[src/rtl/muldiv_seq.sv]
// rtl/muldiv_seq.sv - radix-2 sequential MUL/IMUL/DIV/IDIV unit, word and byte modes
// Operands are reduced to magnitudes on accept; signs are reapplied in FIX.
module muldiv_seq #(
    parameter int WIDTH = 16
) (
    input  logic               clk,
    input  logic               rst,
    input  logic               start,
    input  logic [1:0]         func,
    input  logic               word_op,
    input  logic [2*WIDTH-1:0] x,
    input  logic [WIDTH-1:0]   y,
    output logic               busy,
    output logic               done,
    output logic [2*WIDTH-1:0] out,
    output logic               cfo,
    output logic               ofo,
    output logic               div_exc
);
    localparam int W  = WIDTH;
    localparam int H  = WIDTH / 2;
    localparam int CW = $clog2(WIDTH + 1);

    typedef enum logic [1:0] {IDLE, CALC, FIX, DONE} state_t;

    state_t         state_q, state_d;
    logic [CW-1:0]  cnt_q, cnt_d;
    logic [1:0]     func_q, func_d;
    logic           word_q, word_d;
    logic [2*W-1:0] acc_q, acc_d;
    logic [2*W-1:0] opa_q, opa_d;
    logic [W-1:0]   opb_q, opb_d;
    logic           xneg_q, xneg_d;
    logic           sneg_q, sneg_d;
    logic           ovf_q, ovf_d;
    logic [2*W-1:0] out_q, out_d;
    logic           cfo_q, cfo_d;
    logic           exc_q, exc_d;

    logic [2*W-1:0] xv, xmag, div_next, mul_next, prod, mul_out, div_out;
    logic [W-1:0]   yv, ymag, hi, ntop, qm, rm, q, r;
    logic [W:0]     top, sub;
    logic           xneg, yneg, ge, mul_cf, qovf;

    always_comb begin
        xv = '0;
        case ({func[1], word_op})
            2'b11:   xv = x;
            2'b00:   xv = {{(W+H){func[0] & x[H-1]}}, x[H-1:0]};
            default: xv = {{W{func[0] & x[W-1]}}, x[W-1:0]};
        endcase
        xneg = func[0] & xv[2*W-1];
        xmag = xneg ? -xv : xv;
        yv   = word_op ? y : {{H{func[0] & y[H-1]}}, y[H-1:0]};
        yneg = func[0] & yv[W-1];
        ymag = yneg ? -yv : yv;
        // Quotient needs more than N bits exactly when the dividend's upper half >= divisor
        hi   = word_op ? xmag[2*W-1:W] : {{H{1'b0}}, xmag[W-1:H]};

        // Shifted-in window of the partial remainder, N+1 bits wide
        top  = word_q ? acc_q[2*W-1:W-1] : {{H{1'b0}}, acc_q[W-1:H-1]};
        sub  = top - {1'b0, opb_q};
        ge   = ~sub[W];
        ntop = ge ? sub[W-1:0] : top[W-1:0];
        div_next = word_q ? {ntop, acc_q[W-2:0], ge}
                          : {{W{1'b0}}, ntop[H-1:0], acc_q[H-2:0], ge};
        mul_next = opb_q[0] ? acc_q + opa_q : acc_q;

        prod    = sneg_q ? -acc_q : acc_q;
        mul_out = word_q ? prod : {{W{1'b0}}, prod[W-1:0]};
        if (func_q[0])
            mul_cf = word_q ? (prod[2*W-1:W] != {W{prod[W-1]}}) : (prod[W-1:H] != {H{prod[H-1]}});
        else
            mul_cf = word_q ? (|prod[2*W-1:W]) : (|prod[W-1:H]);

        qm   = word_q ? acc_q[W-1:0]   : {{H{1'b0}}, acc_q[H-1:0]};
        rm   = word_q ? acc_q[2*W-1:W] : {{H{1'b0}}, acc_q[W-1:H]};
        q    = sneg_q ? -qm : qm;
        r    = xneg_q ? -rm : rm;
        // Signed quotient magnitude must stay below 2^(N-1); -2^(N-1) traps too
        qovf = ovf_q | (func_q[0] & (word_q ? qm[W-1] : qm[H-1]));
        div_out = word_q ? {r, q} : {{W{1'b0}}, r[H-1:0], q[H-1:0]};
    end

    always_comb begin
        state_d = state_q;
        cnt_d   = cnt_q;
        func_d  = func_q;
        word_d  = word_q;
        acc_d   = acc_q;
        opa_d   = opa_q;
        opb_d   = opb_q;
        xneg_d  = xneg_q;
        sneg_d  = sneg_q;
        ovf_d   = ovf_q;
        out_d   = out_q;
        cfo_d   = cfo_q;
        exc_d   = exc_q;
        case (state_q)
            IDLE: begin
                if (start) begin
                    func_d = func;
                    word_d = word_op;
                    xneg_d = xneg;
                    sneg_d = xneg ^ yneg;
                    ovf_d  = (hi >= ymag);
                    acc_d  = func[1] ? xmag : '0;
                    opa_d  = xmag;
                    opb_d  = ymag;
                    cnt_d  = word_op ? CW'(W) : CW'(H);
                    if (func[1] && ymag == '0) begin
                        out_d   = '0;
                        cfo_d   = 1'b0;
                        exc_d   = 1'b1;
                        state_d = DONE;
                    end else begin
                        state_d = CALC;
                    end
                end
            end
            CALC: begin
                if (func_q[1]) begin
                    acc_d = div_next;
                end else begin
                    acc_d = mul_next;
                    opa_d = opa_q << 1;
                    opb_d = opb_q >> 1;
                end
                cnt_d = cnt_q - CW'(1);
                if (cnt_q == CW'(1))
                    state_d = FIX;
            end
            FIX: begin
                if (!func_q[1]) begin
                    out_d = mul_out;
                    cfo_d = mul_cf;
                    exc_d = 1'b0;
                end else begin
                    out_d = qovf ? '0 : div_out;
                    cfo_d = 1'b0;
                    exc_d = qovf;
                end
                state_d = DONE;
            end
            default: state_d = IDLE;
        endcase
    end

    always_ff @(posedge clk or negedge rst) begin
        if (!rst) begin
            state_q <= IDLE;
            cnt_q   <= '0;
            func_q  <= '0;
            word_q  <= 1'b0;
            acc_q   <= '0;
            opa_q   <= '0;
            opb_q   <= '0;
            xneg_q  <= 1'b0;
            sneg_q  <= 1'b0;
            ovf_q   <= 1'b0;
            out_q   <= '0;
            cfo_q   <= 1'b0;
            exc_q   <= 1'b0;
        end else begin
            state_q <= state_d;
            cnt_q   <= cnt_d;
            func_q  <= func_d;
            word_q  <= word_d;
            acc_q   <= acc_d;
            opa_q   <= opa_d;
            opb_q   <= opb_d;
            xneg_q  <= xneg_d;
            sneg_q  <= sneg_d;
            ovf_q   <= ovf_d;
            out_q   <= out_d;
            cfo_q   <= cfo_d;
            exc_q   <= exc_d;
        end
    end

    assign busy    = (state_q == CALC) || (state_q == FIX);
    assign done    = (state_q == DONE);
    assign out     = out_q;
    assign cfo     = cfo_q;
    assign ofo     = cfo_q;
    assign div_exc = exc_q;
endmodule

[config.mk]
export PLATFORM = sky130hd
export DESIGN_NAME = muldiv_seq
export DESIGN_NICKNAME = d
export VERILOG_FILES = /design/src/rtl/muldiv_seq.sv
export SDC_FILE = /design/constraint.sdc
export NUM_CORES = 1
export LEC_CHECK = 0
export CORE_ASPECT_RATIO = 0.5
export CORE_UTILIZATION = 40
export CTS_CLUSTER_SIZE = 28
export DETAILED_ROUTE_END_ITERATION = 10
export HOLD_SLACK_MARGIN = 0.1
export PLACE_DENSITY = 0.7
export SKIP_CTS_REPAIR_TIMING = 1
export SLEW_MARGIN = 0
export SYNTH_ARGS = -nofsm -noshare
export SYNTH_HDL_FRONTEND = slang
export SYNTH_SLANG_ARGS = --single-unit
export TNS_END_PERCENT = 50
[constraint.sdc]
create_clock -name clk -period 5.5 [get_ports clk]
set_clock_uncertainty 0.2 [all_clocks]
set_input_delay 1.375 -clock clk [delete_from_list [all_inputs] [get_ports clk]]
set_output_delay 1.375 -clock clk [all_outputs]
set_load 0.1 [all_outputs]
## After elaboration in Yosys (flattened, before gate mapping)

Index checks and enable logic that the tools add are counted.

| word-level totals | value |
|---|---|
| register bits | 127 |
| bits of input ports | 54 |
| output and inout bits | 37 |
| logic and storage cells | 108 |

| operators by class | value |
|---|---|
| add/sub/neg operators | 8 |
| order comparisons | 1 |
| equal/unequal tests | 12 |
| multiplexer cells | 50 |
| bitwise operators | 9 |
| reductions and logical operators | 15 |

Operator list:

| kind | number |
|---|---|
| $mux 32 | 15 |
| $pmux 32 s2 | 4 |
| $mux 16 | 10 |
| $neg 32->32 | 2 |
| $neg 16->16 | 3 |
| $add 32x32->32 | 1 |
| $pmux 16 s2 | 1 |
| $mux 17 | 1 |
| $sub 17x16->17 | 1 |
| $ge 16x16->1 | 1 |
| $logic_not 16->1 | 1 |
| $ne 16x16->1 | 1 |
| $reduce_or 16->1 | 1 |
| $mux 1 | 10 |
| $mux 5 | 2 |
| $pmux 5 s2 | 1 |
| $reduce_and 3->1 | 3 |
| $ne 2x2->1 const B | 4 |
| $ne 8x8->1 | 1 |
| $reduce_or 8->1 | 1 |
| $and 1x1->1 | 6 |
| $eq 2x2->1 const B | 3 |
| $mux 2 | 3 |
| $pmux 2 s3 | 1 |
| other kinds (13) | 18 |

## Depth between registers and ports, before layout

Gate-level depths: netlist (run 1).

| logic depth | value |
|---|---|
| depth in word-level cells | 9 |
| gate-level depth with buffers | 23 |
| depth with buffers taken out | 18 |

## Least setup slack after synthesis (run 1)

No wires, ideal clock.

| timing | value |
|---|---|
| path type | input to register |
| start | input port word_op |
| end | register ovf_q |
| library setup time | 128 ps |
| data arrival time | 5,622 ps |
| data required time | 5,172 ps |
| setup slack | -450 ps |
| stages | 18 |
| buffers on the path | 4 |
| cells stage by stage | clkbuf_1 buf_1 inv_1 clkbuf_1 ha_1 clkbuf_1 nor2_1 o2111ai_1 nor4_1 a31oi_1 a221oi_1 and2_1 ha_1 a21o_1 a21o_1 a211o_1 o221ai_1 a21oi_1 |

| on the way | value |
|---|---|
| word-level cells in the longest chain between the ends | 6 |
| elaborated cells between the ends (all ways) | 12 |
| classes of those cells | 2 x add/sub; 1 x order compare; 1 x eq/ne; 5 x mux; 2 x bitwise; 1 x reduce/logical |

RTL lines:

| element | RTL line | RTL |
|---|---|---|
| from (decl) | 10 | `input logic word_op,` |
| $eq 2x2->1 or $logic_not 2->1 (tied branches) | 47 | `case ({func[1], word_op})` |
| $pmux 32 s2 | 47 |  |
| $neg 32->32 or $and 1x1->1 (tied branches) | 53, 52 |  |
| $mux 32 | 53 | `xmag = xneg ? -xv : xv;` |
| $mux 16 | 58 | `hi = word_op ? xmag[2*W-1:W] : {{H{1'b0}}, xmag[W-1:H]};` |
| $ge 16x16->1 * | 106 | `ovf_d = (hi >= ymag);` |
| to (signal assigned) | 174 | `ovf_q <= ovf_d;` |
| to (decl) | 35 | `logic ovf_q, ovf_d;` |

Every way passes the cells marked *; elsewhere a longest branch is shown, timed or not.
A chain may end at the register's enable or synchronous reset.

## Worst setup path in the final report (run 1)

| timing | value |
|---|---|
| start | input port func[1] |
| end | register ovf_q |

| on the way | value |
|---|---|
| word-level cells in the longest chain between the ends | 6 |
| elaborated cells between the ends (all ways) | 8 |
| classes of those cells | 1 x add/sub; 1 x order compare; 1 x eq/ne; 3 x mux; 1 x bitwise; 1 x reduce/logical |

RTL lines:

| element | RTL line | RTL |
|---|---|---|
| from (decl) | 9 | `input logic [1:0] func,` |
| $eq 2x2->1 or $logic_not 2->1 (tied branches) | 47 |  |
| $pmux 32 s2 * | 47 |  |
| $neg 32->32 or $and 1x1->1 (tied branches) | 53, 52 |  |
| $mux 32 * | 53 |  |
| $mux 16 * | 58 |  |
| $ge 16x16->1 * | 106 |  |

Marks and branches as above.

==> flow_metrics.tcl, run 1 <==
set metrics [dict create \
    cts.sinks 127 \
    drt_wl_total_um 43000 \
    r2r_setup_slack_ps 740 \
    synth_seq_area_share 0.258 \
    drt-initial-drc-count 1266 \
    drc 0 \
    slowest_delay_ps 520 \
    syn_nets 1755 \
    setup_viol 0 \
    required_ps 5610 \
    p_per_area_mw_per_mm2 711 \
    grt_max_degree 67 \
    ir_drop_v 0.000365 \
    fin_setup_tns_ps 0 \
    cp_common_cell "buf_4" \
    cp-end-kind "register" \
    ios 91 \
    post-route-min-period_ps 4980 \
    hold_path.class "reg -> reg" \
    criticalPathCategory "in -> reg" \
    cp-start-kind "primary input" \
    critical-path-slowest-cell "clkdlybuf4s50_1" \
    syn_inst 1623 \
    h-tree-depth 4 \
    rsz0062_at_grt "false" \
    crit_family "compound AO/OA/AOI/OAI gates" \
    worst_slew_pin_slew_ps 1130 \
    cts_max_path_buffers 2 \
    avgSynthCellArea_um2 7.60 \
    slew_headroom 0.235 \
    coreArea_mm2 0.0303 \
    maxCapViolations 0 \
    vias 12700 \
    drive_above_1_share 0.0834 \
    place_congestion 1.02 \
    area_growth_pct 18.1 \
    r2r-end "acc_q[23]" \
    start_util 0.407 \
    worstHoldPathCells 2 \
    final_antenna_net_count 0 \
    layout.nets 1834 \
    dieHeight_um 126 \
    p_leak_uw 0.00605 \
    cts_buffers 17 \
    report.final.slew_viol_count 0 \
    io_buffers 90 \
    max_freq_ghz 0.201 \
    grt_pass1_vias 11700 \
    path_max_fanout 10 \
    synth-seq-cells 127 \
    rr_startpoint "word_q" \
    outcome "finished clean" \
    cts_tree "built" \
    drtPass1Iterations 6 \
    final_common_cell "nand2_1" \
    dp_hpwl_um 33000 \
    die_x_um 250 \
    worstHoldStart "out[5]" \
    period_share 0.905 \
    clock_latency_ps 440 \
    crit_chain "clkdlybuf4s50_1 -> inv_1 -> ha_1 -> buf_4 -> nand3b_1 -> a31oi_2 -> buf_4 -> buf_4 -> nand2b_1 -> a221oi_1 -> and2_1 -> ha_1 -> a21o_1 -> a21o_1 -> a211o_1 -> o221ai_1 -> a21oi_1" \
    grt.total_usage 0.269 \
    synth_cell_types 71 \
    clock-root-buffer "clkbuf_16" \
    grt_pass1_wl_um 66600 \
    final_hold_viol_count 0 \
    fillers 2957 \
    layout_common_cells "202 x nand2_1, 157 x o21ai_0, 142 x nor2_1, 127 x dfrtp_1, 126 x a21oi_1" \
    postSynth.asyncResetShare 1.00 \
    viasPerCell 6.01 \
    overflow 0 \
    post_drt_wl_per_cell_um 20.3 \
    path_buf_inv 5 \
    netlist_area_mm2 0.0123 \
    antenna_found_initial 1 \
    synth_edf_count 0 \
    ys.warnings.count 0 \
    ys.flop_type "dfrtp_1" \
    num_rows 45 \
    worstRegToRegCells 13 \
    dieArea_mm2 0.0316 \
    holdPathEnd "out[5]" \
    path_clk_slew_ps 60 \
    worst_ep_arrival_time_ps 5090 \
    whs_ps 277 \
]
[Yosys cell counts, drive strengths merged, types with 10 or more instances]
master	count	area share
o22ai	25	0.013
nand2	203	0.062
or2	12	0.0061
nor3	31	0.013
nand4	15	0.0076
a21o	16	0.0097
a21oi	126	0.051
mux2	10	0.0091
nand3	25	0.010
inv	58	0.018
a211oi	19	0.012
clkbuf	86	0.026
nor2	143	0.044
and2	17	0.0086
buf	17	0.0063
nor4	16	0.0096
dfrtp	127	0.26
mux2i	42	0.034
o211ai	13	0.0079
xnor2	53	0.038
o31ai	38	0.023
xor2	75	0.053
o221ai	10	0.0071
or4	10	0.0064
o41ai	13	0.0098
nor2b	17	0.0086
nand2b	20	0.010
a31oi	30	0.015
a221oi	17	0.012
ha	76	0.077
o21ai	159	0.065
[layer usage]
metal | track usage | wire length, um
met5 | 0 | 0
met4 | 0.0801 | 896
met3 | 0.0564 | 3910
met2 | 0.415 | 18700
met1 | 0.377 | 19400
[cell families (layout without fill, tap and decap cells)]
family	count (synthesis)	count (layout)	share of synthesized area
adder cells (fa/ha/maj)	78	78	0.0803
other	0	2	0
buffers and inverters	161	253	0.0501
flip-flops	127	127	0.258
multiplexers	52	52	0.0432
AND/OR/NAND/NOR	544	544	0.206
XOR/XNOR	128	128	0.0909
AO/OA/AOI/OAI	533	533	0.272
[flip-flops by register name (all words and copies together), names as in the netlist]
name     cells
acc_q       32
cfo          1
cnt_q        5
div_exc      1
func_q       2
opa_q       32
opb_q       16
out         32
ovf_q        1
sneg_q       1
state_q      2
word_q       1
xneg_q       1
[report_power, final]
group / switching (uW) / internal (uW) / total, uW
clock: 464 / 705 / 1170
combinational: 4580 / 2600 / 7180
sequential: 662 / 1340 / 2010
total: 5710 / 4640 / 10400
[per-stage QoR]
step                       util  instances  cell area [um^2]  worst slack (ps)  total power [uW]
after floorplan               -       1623             12400              33.0              7040
after global placement    0.461       2082             14000               158              8970
after detailed placement  0.461       2082             14000              87.3              9010
after CTS                 0.480       2114             14600               525             10200
after global routing      0.480       2114             14600               250             11100
final                     0.480       2116             14600               524             10400
[worst max path at each step]
stage | start | end | slack [ps] | cells after the start
floorplan | word_op | ovf_q | 30 | 23
global placement | func[1] | ovf_q | 160 | 17
detailed placement | func[1] | ovf_q | 90 | 17
CTS | func[1] | ovf_q | 530 | 17
global route | func[1] | ovf_q | 250 | 21
finish | func[1] | ovf_q | 520 | 17
[cell type report]
type / count / area, um^2 / share of cell area
antenna: 2 / 5.00 / 0.000343
clock buffer: 24 / 482 / 0.0331
clock inverter: 8 / 105 / 0.00721
inverter: 58 / 218 / 0.0149
multi-input combinational: 1335 / 8610 / 0.591
sequential: 127 / 3180 / 0.218
tap: 399 / 499 / 0.0343
timing repair buffer: 163 / 1470 / 0.101
[worst register-to-register path, stage by stage (launching register included)]
cell      delay (ps)
dfrtp_1          690
buf_4            380
mux2i_1          260
inv_1            170
ha_1             260
a2111o_1         430
o21bai_1         270
a31oi_1          190
a311o_1          480
xor2_2           210
buf_4            320
mux2i_1          460
a221oi_1         140
o21ai_0          210
(Power assumes the default switching activity.)
==> run 2, diff against run 1 <==
Settings changed: CORE_MARGIN from default to 10.
==> run 2 against run 1 <==
Net effect: clock power barely moved; highest routed layer unchanged; critical endpoint unchanged; count of clock-buffer cells in the layout fell by 4; global-route usage fell by 4.6 points; sequential cell count did not move.
==> flow_metrics.tcl, run 2 (same netlist as run 1, synthesis figures left out) <==
set metrics [dict create \
    clock-root-buffer "clkbuf_16" \
    grt_pass1_vias 12100 \
    p_leak_uw 0.00601 \
    ios 91 \
    maxCapViolations 0 \
    cp-start-kind "primary input" \
    use_met3 0.0464 \
    busiest_layer "met2" \
    rsz0062_at_grt "false" \
    max_freq_ghz 0.196 \
    viasPerCell 6.06 \
    num_rows 45 \
    multi_input_area_mm2 0.00861 \
    slowest_delay_ps 490 \
    criticalPathCategory "in -> reg" \
    drtPass1Iterations 6 \
    grt_max_degree 66 \
    register_area_mm2 0.00318 \
    fin_setup_tns_ps 0 \
    coreArea_mm2 0.0303 \
    dieHeight_um 144 \
    dp.cells 2073 \
    post_drt_wl_per_cell_um 20.8 \
    hold_path.class "reg -> reg" \
    post-route-min-period_ps 5100 \
    die_x_um 268 \
    path_buf_inv 4 \
    p_per_area_mw_per_mm2 715 \
    worstRegToRegCells 12 \
    fillers 2973 \
    grt_pass1_wl_um 68000 \
    final_antenna_net_count 0 \
    grt.total_usage 0.223 \
    critical-path-slowest-cell "clkdlybuf4s50_1" \
    path_clk_slew_ps 60 \
    path_max_fanout 12 \
    setup_viol 0 \
    drive_above_1_share 0.0791 \
    gr-usage-met1 0.307 \
    vias 12800 \
    slew_headroom 0.145 \
    cp_num_cells 21 \
    cts_max_path_buffers 2 \
    final_area_mm2 0.0145 \
    diodes 0 \
    grt.met2_usage 0.346 \
    outcome "finished clean" \
    drt_wl_total_um 43900 \
    dp_hpwl_um 34000 \
    h-tree-depth 4 \
    report.final.slew_viol_count 0 \
    cp-end-kind "register" \
    clock_latency_ps 440 \
    drt-initial-drc-count 1375 \
    drc 0 \
    crit_chain "clkdlybuf4s50_1 -> inv_1 -> ha_1 -> buf_4 -> nand2_1 -> a21oi_1 -> buf_4 -> nand4bb_1 -> nand2_1 -> xnor2_1 -> nand2_1 -> o21ai_0 -> ha_1 -> a21o_1 -> a21o_1 -> a211oi_1 -> o21ai_0 -> o211ai_1 -> a21oi_1 -> o221ai_1 -> a21oi_1" \
    crit_family "compound AO/OA/AOI/OAI gates" \
    period_share 0.926 \
    overflow 0 \
    worstHoldPathCells 2 \
    ir_drop_v 0.000357 \
    cts_buffers 17 \
    final_hold_viol_count 0 \
    worst_ep_arrival_time_ps 5210 \
    dpl_cell_area_mm2 0.0139 \
    layout_common_cells "202 x nand2_1, 157 x o21ai_0, 142 x nor2_1, 127 x dfrtp_1, 126 x a21oi_1" \
    dieArea_mm2 0.0387 \
    start_util 0.407 \
    area_growth_pct 17.5 \
    required_ps 5610 \
    final_util 0.478 \
    antenna_found_initial 0 \
    cts.sinks 127 \
    layout.nets 1825 \
    final_common_cell "nand2_1" \
    cts_tree "built" \
    place_congestion 0.979 \
    final_cells 2105 \
    io_buffers 90 \
    worst_slew_pin_slew_ps 1270 \
]
## run 2: cell types whose count changed in the layout (fill, tap and decap cells not counted)
cell,before,now
clkbuf_8,3,0
buf_4,72,64
bufinv_16,2,3
diode_2,2,0
clkinv_4,1,3
clkinv_2,1,2
buf_12,2,1
clkbuf_1,4,3
clkinvlp_4,3,2
inv_8,0,1
## run 2: where the power goes
| part | switching (uW) | total [uW] | internal, uW |
|---|---|---|---|
| Combinational | 4610 | 7180 | 2580 |
| Clock | 458 | 1170 | 717 |
| Sequential | 671 | 2010 | 1340 |
| Total | 5740 | 10400 | 4640 |
## run 2: tightest hold or removal path, stage by stage, from the launching register on
cell,delay [ps]
dfrtp_1,340
nand2_1,50
o31ai_1,50
## run 2: through the flow
step	setup slack (ps)	hold slack (ps)	total power, uW
2_1_floorplan	33.0	270	7040
3_3_place_gp	159	263	8980
3_5_place_dp	50.5	265	9010
4_1_cts	473	279	10200
5_1_grt	87.5	312	11100
6_report	405	273	10400
## run 2: path summary, 6_finish.rpt
kind	from	to	slack, ps
worst max register to register	word_q	acc_q[0]	670
min in group asynchronous	rst	cnt_q[1]	840
worst max-delay path	func[1]	ovf_q	400
worst min-delay path	out[6]	out[6]	270
worst min register to register	out[6]	out[6]	270
max in group asynchronous	rst	opa_q[11]	3180
## run 2: cell type report
| class | count | share of cell area |
|---|---|---|
| multi-input cells | 1335 | 0.594 |
| clock buffers | 20 | 0.0301 |
| well taps | 399 | 0.0344 |
| repair buffers | 154 | 0.0960 |
| inverters | 58 | 0.0150 |
| clock inverters | 12 | 0.0111 |
| flip-flops and latches | 127 | 0.219 |
## run 2: metal layers
layer  vias to the layer above  share of wire
met5                         -              0
met4                         0          0.022
met3                        73          0.095
met2                       554           0.43
met1                      6085           0.45
li1                       6051              -
